==> src/rtl/me_select_commit_pkg.sv <==
// Shared types for the mutation-loop select/commit block: weight width,
// reset weight value, weight-set type and the control state encoding.
package me_select_commit_pkg;

    localparam int WW = 8;
    localparam logic [WW-1:0] W_INIT_DEF = 8'd100;

    typedef logic [3:0][WW-1:0] wset_t;

    typedef enum logic [2:0] {
        S_IDLE,
        S_BASE,
        S_MUTATE,
        S_WAIT,
        S_EVAL,
        S_DECIDE,
        S_HALT
    } state_t;

endpackage

==> src/rtl/me_select_commit_if.sv <==
// Bundle between the select/commit block, the mutation engine and the evaluator.
// master drives control/candidates/fitness; slave is the select/commit block.
interface me_select_commit_if #(parameter int FW = 16);
    import me_select_commit_pkg::*;

    logic          start;
    logic          abort;
    wset_t         cand;
    logic          eval_done;
    logic [FW-1:0] fitness;
    wset_t         w;
    wset_t         try_w;
    logic          mut_trig;
    logic          eval_req;
    logic [FW-1:0] best_fit;
    logic [15:0]   iter;
    logic          busy;
    logic          done;
    logic          stall;

    modport master (
        output start, abort, cand, eval_done, fitness,
        input  w, try_w, mut_trig, eval_req, best_fit, iter, busy, done, stall
    );

    modport slave (
        input  start, abort, cand, eval_done, fitness,
        output w, try_w, mut_trig, eval_req, best_fit, iter, busy, done, stall
    );

endinterface

==> src/rtl/me_select_commit_eval_timer.sv <==
// Loadable down-counter; expire is high while the count sits at zero.
// Latency: load takes effect on the next edge; counts only while en is high.
module me_eval_timer #(
    parameter int CW = 12
) (
    input  logic          clk,
    input  logic          reset_n,
    input  logic          load,
    input  logic [CW-1:0] load_val,
    input  logic          en,
    output logic          expire
);

    logic [CW-1:0] count;

    always_ff @(posedge clk) begin
        if (!reset_n) begin
            count <= '0;
        end else if (load) begin
            count <= load_val;
        end else if (en && (count != '0)) begin
            count <= count - 1'b1;
        end
    end

    assign expire = (count == '0);

endmodule

==> src/rtl/me_select_commit.sv <==
// Mutation-loop select/commit: triggers mutations, presents candidates for
// evaluation and commits only strict fitness improvements. Waits on evaluator up to EVAL_TO cycles.
module me_select_commit
    import me_select_commit_pkg::*;
#(
    parameter int            FW       = 16,
    parameter int            ITER_MAX = 1024,
    parameter int            STALL_N  = 32,
    parameter int            EVAL_TO  = 4095,
    parameter logic [WW-1:0] W_INIT   = W_INIT_DEF
) (
    input  logic                clk,
    input  logic                reset_n,
    me_select_commit_if.slave   bus
);

    localparam int CW = $clog2(EVAL_TO + 1);
    localparam int RW = $clog2(STALL_N + 1);

    state_t        state, state_nx;
    wset_t         w, cand_q;
    logic [FW-1:0] best, fit_q;
    logic          fit_ok;
    logic          base_pass;
    logic [15:0]   iter;
    logic [15:0]   iter_inc;
    logic [RW-1:0] rej;
    logic          wait_cnt;
    logic          timer_load;
    logic          expire;
    logic          accept;

    assign iter_inc = iter + 16'd1;
    assign accept   = fit_ok && (fit_q > best);

    // Timer is loaded one cycle before EVAL so expiry lands on its last cycle.
    me_eval_timer #(.CW(CW)) u_timer (
        .clk      (clk),
        .reset_n  (reset_n),
        .load     (timer_load),
        .load_val (CW'(EVAL_TO - 1)),
        .en       (state == S_EVAL),
        .expire   (expire)
    );

    always_comb begin
        state_nx   = state;
        timer_load = 1'b0;
        unique case (state)
            S_IDLE:   if (bus.start) state_nx = S_BASE;
            S_BASE: begin
                state_nx   = S_EVAL;
                timer_load = 1'b1;
            end
            S_MUTATE: state_nx = S_WAIT;
            S_WAIT: begin
                if (wait_cnt) begin
                    state_nx   = S_EVAL;
                    timer_load = 1'b1;
                end
            end
            S_EVAL:   if (bus.eval_done || expire) state_nx = S_DECIDE;
            S_DECIDE: state_nx = (!base_pass && (iter_inc == 16'(ITER_MAX))) ? S_HALT : S_MUTATE;
            S_HALT:   if (bus.start) state_nx = S_BASE;
            default:  state_nx = S_IDLE;
        endcase
        if (bus.abort) state_nx = S_IDLE;
    end

    always_ff @(posedge clk) begin
        if (!reset_n) begin
            state     <= S_IDLE;
            w         <= {4{W_INIT}};
            cand_q    <= {4{W_INIT}};
            best      <= '0;
            fit_q     <= '0;
            fit_ok    <= 1'b0;
            base_pass <= 1'b0;
            iter      <= '0;
            rej       <= '0;
            wait_cnt  <= 1'b0;
        end else begin
            state <= state_nx;
            if (!bus.abort) begin
                case (state)
                    S_IDLE, S_HALT: begin
                        if (bus.start) begin
                            iter      <= '0;
                            rej       <= '0;
                            base_pass <= 1'b1;
                        end
                    end
                    S_BASE:   cand_q <= w;
                    S_MUTATE: wait_cnt <= 1'b0;
                    S_WAIT: begin
                        wait_cnt <= ~wait_cnt;
                        if (wait_cnt) cand_q <= bus.cand;
                    end
                    // Last EVAL cycle wins: fit_ok low means the timer ran out.
                    S_EVAL: begin
                        fit_ok <= bus.eval_done;
                        fit_q  <= bus.fitness;
                    end
                    S_DECIDE: begin
                        base_pass <= 1'b0;
                        if (base_pass) begin
                            best <= fit_ok ? fit_q : '0;
                        end else begin
                            iter <= iter_inc;
                            if (accept) begin
                                w    <= cand_q;
                                best <= fit_q;
                                rej  <= '0;
                            end else if (rej != RW'(STALL_N)) begin
                                rej <= rej + 1'b1;
                            end
                        end
                    end
                    default: ;
                endcase
            end
        end
    end

    assign bus.w        = w;
    assign bus.try_w    = (state == S_EVAL) ? cand_q : w;
    assign bus.mut_trig = (state == S_MUTATE);
    assign bus.eval_req = (state == S_EVAL);
    assign bus.best_fit = best;
    assign bus.iter     = iter;
    assign bus.busy     = (state != S_IDLE) && (state != S_HALT);
    assign bus.done     = (state == S_HALT);
    assign bus.stall    = (rej == RW'(STALL_N));

endmodule

==> src/flat_wrapper.sv <==
// flat-port wrapper written by rule: the top's interface ports become plain ports
module me_select_commit_flat import me_select_commit_pkg::*;
#(
    parameter int            FW       = 16,
    parameter int            ITER_MAX = 1024,
    parameter int            STALL_N  = 32,
    parameter int            EVAL_TO  = 4095,
    parameter logic [WW-1:0] W_INIT   = W_INIT_DEF
)
  (clk, reset_n, bus_start, bus_abort, bus_cand, bus_eval_done, bus_fitness, bus_w, bus_try_w, bus_mut_trig, bus_eval_req, bus_best_fit, bus_iter, bus_busy, bus_done, bus_stall);
  me_select_commit_if #(.FW(FW)) bus_i ();
  input  logic clk;
  input  logic reset_n;
  input wire logic [$bits(bus_i.start)-1:0] bus_start;
  input wire logic [$bits(bus_i.abort)-1:0] bus_abort;
  input wire logic [$bits(bus_i.cand)-1:0] bus_cand;
  input wire logic [$bits(bus_i.eval_done)-1:0] bus_eval_done;
  input wire logic [$bits(bus_i.fitness)-1:0] bus_fitness;
  output wire logic [$bits(bus_i.w)-1:0] bus_w;
  output wire logic [$bits(bus_i.try_w)-1:0] bus_try_w;
  output wire logic [$bits(bus_i.mut_trig)-1:0] bus_mut_trig;
  output wire logic [$bits(bus_i.eval_req)-1:0] bus_eval_req;
  output wire logic [$bits(bus_i.best_fit)-1:0] bus_best_fit;
  output wire logic [$bits(bus_i.iter)-1:0] bus_iter;
  output wire logic [$bits(bus_i.busy)-1:0] bus_busy;
  output wire logic [$bits(bus_i.done)-1:0] bus_done;
  output wire logic [$bits(bus_i.stall)-1:0] bus_stall;
  assign bus_i.start = bus_start;
  assign bus_i.abort = bus_abort;
  assign bus_i.cand = bus_cand;
  assign bus_i.eval_done = bus_eval_done;
  assign bus_i.fitness = bus_fitness;
  assign bus_w = bus_i.w;
  assign bus_try_w = bus_i.try_w;
  assign bus_mut_trig = bus_i.mut_trig;
  assign bus_eval_req = bus_i.eval_req;
  assign bus_best_fit = bus_i.best_fit;
  assign bus_iter = bus_i.iter;
  assign bus_busy = bus_i.busy;
  assign bus_done = bus_i.done;
  assign bus_stall = bus_i.stall;
  me_select_commit #(.FW(FW), .ITER_MAX(ITER_MAX), .STALL_N(STALL_N), .EVAL_TO(EVAL_TO), .W_INIT(W_INIT)) u_core (.clk(clk), .reset_n(reset_n), .bus(bus_i));
endmodule
==> config.mk <==
export PLATFORM = sky130hd
export DESIGN_NAME = me_select_commit_flat
export DESIGN_NICKNAME = d
export VERILOG_FILES = /design/src/rtl/me_select_commit_pkg.sv /design/src/rtl/me_select_commit_if.sv /design/src/rtl/me_select_commit_eval_timer.sv /design/src/rtl/me_select_commit.sv /design/src/flat_wrapper.sv
export SDC_FILE = /design/constraint.sdc
export NUM_CORES = 1
export LEC_CHECK = 0
export ABC_CLOCK_PERIOD_IN_PS = 2280
export CAP_MARGIN = 10
export CORE_MARGIN = 1.5
export CORE_UTILIZATION = 30
export CTS_BUF_LIST = sky130_fd_sc_hd__clkbuf_4
export CTS_CLUSTER_SIZE = 8
export DETAILED_ROUTE_END_ITERATION = 16
export SYNTH_ARGS = -nofsm -noshare
export SYNTH_HDL_FRONTEND = slang
export SYNTH_SLANG_ARGS = --single-unit
==> constraint.sdc <==
create_clock -name clk -period 2.28 [get_ports clk]
set_clock_uncertainty 0.15 [all_clocks]
set_input_delay 0.456 -clock clk [delete_from_list [all_inputs] [get_ports clk]]
set_output_delay 0.456 -clock clk [all_outputs]
set_load 0.05 [all_outputs]
==> results.sh, run 1 <==
export IMPL_avgSynthCellArea_um2=8.81
export IMPL_crit_path_frequent_cell="buf_6"
export IMPL_r2r_start="u_core.bus.best_fit[13]"
export IMPL_postRouteAntennaNets=0
export IMPL_violations="setup timing"
export IMPL_synth_largest_area_cell="dfxtp_1"
export IMPL_synth_most_common_cell="dfxtp_1"
export IMPL_portBuffers=153
export IMPL_grt_max_degree=42
export IMPL_pwr_share_seq=0.513
export IMPL_row_count=54
export IMPL_fin_crit_sh=1.14
export IMPL_finalMaxSlewViolations=0
export IMPL_nets=1082
export IMPL_root_buffer="clkbuf_4"
export IMPL_grt_first_pass_wirelength_um=32400
export IMPL_place_ws_ns=-0.207
export IMPL_power_mw=4.77
export IMPL_place_inst=1239
export IMPL_outcome="complete, but fails checks"
export IMPL_period_minus_slack_ns=2.60
export IMPL_vias=6494
export IMPL_worst_slack_ns=-0.320
export IMPL_cp_arrival_ns=1.99
export IMPL_grt_overflow_total=0
export IMPL_h_tree_depth=4
export IMPL_dr_pass1_iters=5
export IMPL_via_per_inst=4.99
export IMPL_critPathSlowestCell="dfxtp_4"
export IMPL_clock_fmax_mhz=385
export IMPL_min_from="reset_n"
export IMPL_fin_cells=1301
export IMPL_initial_utilization=0.309
export IMPL_area_growth_pct=54.4
export IMPL_clock_latency_ns=0.56
export IMPL_placed_cell_area_um2=9300
export IMPL_peakVddDrop_mv=0.257
export IMPL_swShare=0.272
export IMPL_ctsLongestPathBuffers=2
export IMPL_cpPeakStageDelay_ns=0.37
export IMPL_slew_headroom=0.632
export IMPL_synth_edff_count=0
export IMPL_hold_depth=2
export IMPL_cts_sinks=136
export IMPL_p_comb_frac=0.104
export IMPL_drt_wirelength_per_cell_um=15.7
export IMPL_netSwitchingPower_mw=1.30
export IMPL_crit_chain="nor3b_4, buf_6, clkbuf_16, mux2_4, buf_6"
export IMPL_yosysWarnings=0
export IMPL_syn_area_um2=6820
export IMPL_io_pins=154
export IMPL_synthFlopType="dfxtp_1"
export IMPL_synthArstFlopShare=0
export IMPL_synth_area_leaders="dfxtp_1 40%, mux2i_1 7.6%, nand2_1 7.3%, mux2_2 5.4%, ha_1 3.9%"
export IMPL_synth_common_cells="136 x dfxtp_1, 133 x nand2_1, 52 x mux2i_1"
export IMPL_criticalPathCategory="flop to primary output"
export IMPL_hp_class="input pin to flop"
export IMPL_yosysSeqAreaShare=0.399
export IMPL_cp_start_kind="flop"
export IMPL_rr_endpoint="u_core.bus.best_fit[3]"
export IMPL_drt_iter0_markers=302
export IMPL_hold_violations=0
export IMPL_clk_pin_slew_ns=0.14
export IMPL_cts_tree="built"
export IMPL_holdPathEnd="u_core.fit_q[13]"
export IMPL_critical_path_required_ns=1.67
export IMPL_netlist_area_leader_share=0.399
export IMPL_r2r_slack_ns=-0.25
export IMPL_cts_made_buffers=17
export IMPL_routed_wl_um=20500
export IMPL_gp_congestion=0.776
export IMPL_crit_path_end_kind="primary output"
export IMPL_worstMarginPinSlew_ns=0.546
export IMPL_syn_num_nets=848
export IMPL_setup_viol=87
export IMPL_pwr_density_cell_nw_per_um2=453
export IMPL_cp_max_fo=6
export IMPL_antenna_cells=0
export IMPL_grt_pass1_vias=6230
export IMPL_grt_use_total=0.170
export IMPL_layout_drive_gt1_share=0.300
export IMPL_holdWs_ns=0.0901
export IMPL_synthCells=774
export IMPL_rsz0062_at_grt="true"
export IMPL_pwr_share_clk=0.383
export IMPL_fp_dieW_um=154
export IMPL_yosys_register_bits=136
export IMPL_reg2reg_depth=10
export IMPL_drc=0
export IMPL_synth_cell_type_count=63
export IMPL_final_area_um2=10500
export IMPL_p_int_mw=3.48
export IMPL_antenna_found_initial=0
export IMPL_cap_violations=0
export IMPL_p_leak_nw=4.56
export IMPL_coreArea_um2=22100
export IMPL_die_y_um=154
export IMPL_dp_hpwl_um=13500
export IMPL_die_area_um2=23700
[what timing repair did]
action,in CTS,in global routing
pin swaps,21,10
endpoints found under the hold margin,0,0
setup buffers,13,14
hold buffers,0,0
gates cloned,5,2
gates resized for setup,137,93
endpoints found under the setup margin,145,98
[stage by stage]
stage | TNS (ns) | utilization
4_1_cts | -16.36 | 0.456
2_1_floorplan | -3.40 | -
3_3_place_gp | -3.50 | 0.421
3_5_place_dp | -5.90 | 0.421
6_report | -17.82 | 0.477
5_1_grt | -26.15 | 0.477
[flip-flops by register name (all words and copies together), names as in the netlist]
signal                cells
u_core.fit_ok             1
u_core.rej                6
u_core.fit_q             16
u_core.u_timer.count     12
u_core.wait_cnt           1
u_core.bus.best_fit      16
u_core.bus.iter          16
u_core.bus.w             32
u_core.cand_q            32
u_core.state              3
u_core.base_pass          1
[power groups by stage]
stage          sequential (mW)  clock (mW)  combinational [mW]
2_1_floorplan             2.49           0               0.233
3_3_place_gp              2.50           0               0.431
3_5_place_dp              2.50           0               0.436
4_1_cts                   2.45        1.88               0.470
5_1_grt                   2.46        1.99               0.543
6_report                  2.45        1.83               0.498
[cells by family after synthesis]
kind of cell               count (synthesis)  synth area share
and+or+nand+nor                          267             0.188
AOI/OAI and AO/OA                        177             0.184
DFF                                      136             0.399
muxes                                     85             0.131
buffers and inverters                     76            0.0444
adders and majority gates                 21            0.0385
xor gates and xnor gates                  12            0.0154
[worst max-delay path, delay by kind of cell, from the launching register on]
family                 cells  cell delay, ns
buffers and inverters      3            0.51
DFF                        1            0.37
muxes                      1            0.32
and+or+nand+nor            1            0.24
[worst max-delay path by stage]
stage                                   endpoint  slack, ns  cells after the start              startpoint
after global routing                bus_try_w[0]      -0.44                      5         u_core.state[0]
after floorplan           u_core.bus.best_fit[8]       -0.1                      9  u_core.bus.best_fit[1]
after CTS                           bus_try_w[6]      -0.37                      5         u_core.state[1]
final                               bus_try_w[5]      -0.32                      5         u_core.state[0]
after global placement             u_core.rej[2]      -0.21                      7               bus_start
after detailed placement           u_core.rej[2]      -0.21                      7               bus_start
[area by class of cell]
class | instances | area [µm²]
fillers | 2088 | 11600
multi-input cells | 562 | 4200
flip-flops and latches | 136 | 2790
repair buffers | 264 | 2780
well taps | 280 | 350
clock inverters | 14 | 184
clock buffers | 18 | 135
inverters | 27 | 104
[layout by cell type (no fill, tap or decap), types with 17 or more instances in the layout]
master,instances
a21boi_0,24
a21oi_1,28
a22o_1,19
buf_4,86
buf_6,27
buf_8,22
clkbuf_4,18
clkdlybuf4s50_1,51
dfxtp_1,109
dlygate4sd2_1,51
inv_1,19
mux2_4,21
mux2i_1,51
nand2_1,131
nand3_1,30
nor2_1,23
o211a_1,17
o21ai_0,24
[per-layer routing]
layer	vias to the layer above	track usage	routed length, µm
met5	-	0	0
met4	0	0.0435	196
met2	168	0.279	9620
li1	3265	-	-
met3	17	0.0598	1530
met1	3044	0.213	9120
Note: power is estimated with default switching activity, not from simulation.
==> inputs of run 2 (changes only) <==
--- a/config.mk
+++ b/config.mk
@@ -9,7 +9,7 @@
 export CAP_MARGIN = 10
 export CORE_MARGIN = 1.5
 export CORE_UTILIZATION = 30
-export CTS_BUF_LIST = sky130_fd_sc_hd__clkbuf_4
+export CTS_BUF_LIST = sky130_fd_sc_hd__clkbuf_8
 export CTS_CLUSTER_SIZE = 8
 export DETAILED_ROUTE_END_ITERATION = 16
 export SYNTH_ARGS = -nofsm -noshare
==> results.sh, run 2 (synthesis gave the netlist of run 1 again) <==
export IMPL_nets=1082
export IMPL_p_int_mw=3.78
export IMPL_p_comb_frac=0.097
export IMPL_fp_dieW_um=154
export IMPL_cap_violations=0
export IMPL_grt_max_degree=42
export IMPL_cp_start_kind="flop"
export IMPL_holdWs_ns=0.196
export IMPL_p_leak_nw=4.66
export IMPL_pwr_share_seq=0.477
export IMPL_cts_tree="built"
export IMPL_coreArea_um2=22100
export IMPL_vias=6465
export IMPL_swShare=0.264
export IMPL_peakVddDrop_mv=0.332
export IMPL_pwr_density_cell_nw_per_um2=477
export IMPL_ctsLongestPathBuffers=2
export IMPL_via_per_inst=4.97
export IMPL_grt_overflow_total=0
export IMPL_netSwitchingPower_mw=1.35
export IMPL_final_cell_mix="131 x nand2_1, 111 x dfxtp_1, 86 x buf_4"
export IMPL_grt_first_pass_wirelength_um=33000
export IMPL_hold_violations=0
export IMPL_slew_headroom=0.631
export IMPL_cts_sinks=136
export IMPL_antenna_found_initial=0
export IMPL_hp_class="input pin to flop"
export IMPL_rsz0062_at_grt="true"
export IMPL_layout_commonest_cell="nand2_1"
export IMPL_gp_congestion=0.776
export IMPL_io_pins=154
export IMPL_period_minus_slack_ns=2.51
export IMPL_root_buffer="clkbuf_8"
export IMPL_clock_fmax_mhz=399
export IMPL_die_area_um2=23700
export IMPL_cp_max_fo=6
export IMPL_routed_wl_um=21000
export IMPL_drt_wirelength_per_cell_um=16.1
export IMPL_fin_cells=1301
export IMPL_top_regs="u_core.bus.w (32), u_core.cand_q (32)"
export IMPL_grt_pass1_vias=6274
export IMPL_row_count=54
export IMPL_setup_viol=87
export IMPL_dr_pass1_iters=5
export IMPL_die_y_um=154
export IMPL_postRouteAntennaNets=0
export IMPL_initial_utilization=0.309
export IMPL_dp_hpwl_um=13500
export IMPL_violations="setup timing"
export IMPL_criticalPathCategory="flop to primary output"
export IMPL_place_inst=1239
export IMPL_worst_slack_ns=-0.226
export IMPL_tns_ns=-12.67
export IMPL_cts_made_buffers=17
export IMPL_critical_path_required_ns=1.67
export IMPL_cp_arrival_ns=1.90
export IMPL_finalMaxSlewViolations=0
export IMPL_crit_path_end_kind="primary output"
export IMPL_power_mw=5.13
export IMPL_worstMarginPinSlew_ns=0.548
export IMPL_drt_iter0_markers=315
export IMPL_grt_use_total=0.175
export IMPL_h_tree_depth=4
export IMPL_hold_buffers=0
export IMPL_layout_drive_gt1_share=0.302
export IMPL_clock_latency_ns=0.47
export IMPL_pwr_share_clk=0.426
export IMPL_clk_pin_slew_ns=0.09
export IMPL_portBuffers=153
export IMPL_area_growth_pct=57.5
export IMPL_drc=0
export IMPL_outcome="complete, but fails checks"
export IMPL_antenna_cells=0
export IMPL_fin_crit_sh=1.10
## run 2: power by group through the flow
stage               registers (mW)  logic [mW]  clock network [mW]
floorplan                     2.49       0.233                   0
global placement              2.50       0.431                   0
detailed placement            2.50       0.436                   0
CTS                           2.45       0.479                2.24
global route                  2.45       0.544                2.36
finish                        2.45       0.499                2.18
## run 2: final timing paths
path,from,endpoint,slack [ns],cells after the start
setup / recovery,u_core.state[0],bus_try_w[31],-0.23,5
hold / removal,reset_n,u_core.fit_q[14],0.20,2
setup reg to reg,u_core.bus.best_fit[12],u_core.bus.best_fit[10],-0.21,11
hold reg to reg,u_core.cand_q[16],u_core.bus.w[16],0.33,2
## run 2: final cells by class
class                      count  area, µm²
clock buffer                  17        234
clock inverter                15        188
fill                        2044      11300
inverter                      27        101
multi-input combinational    562       4230
sequential                   136       2790
tap                          280        350
timing repair buffer         264       2850
## run 2: what timing repair did
action                                  in CTS  in global routing
gates resized for setup                    169                 67
setup buffers                               19                  5
endpoints found under the setup margin     141                 94
cloned                                       7                  2
hold endpoints to repair                     0                  0
pin swaps                                   25                 10
## run 2: stage by stage
stage          area (µm²)  utilization  setup slack, ns
2_1_floorplan        6940            -          -0.0989
3_3_place_gp         9300        0.421           -0.207
3_5_place_dp         9300        0.421           -0.207
4_1_cts             10400        0.473           -0.262
5_1_grt             10700        0.486           -0.339
6_report            10700        0.486           -0.226
## run 2: critical path, stage by stage (launching register included)
cell,delay (ns)
dfxtp_4,0.36
nor3b_4,0.24
buf_6,0.19
clkbuf_16,0.18
mux2_4,0.31
buf_8,0.15
## run 2: routing by layer
layer  track usage  vias to the layer above  routed length (µm)
li1              -                     3258                   -
met1         0.219                     3024                9510
met2         0.285                      159                9700
met3        0.0640                       24                1500
met4        0.0458                        0                 286
met5             0                        -                   0
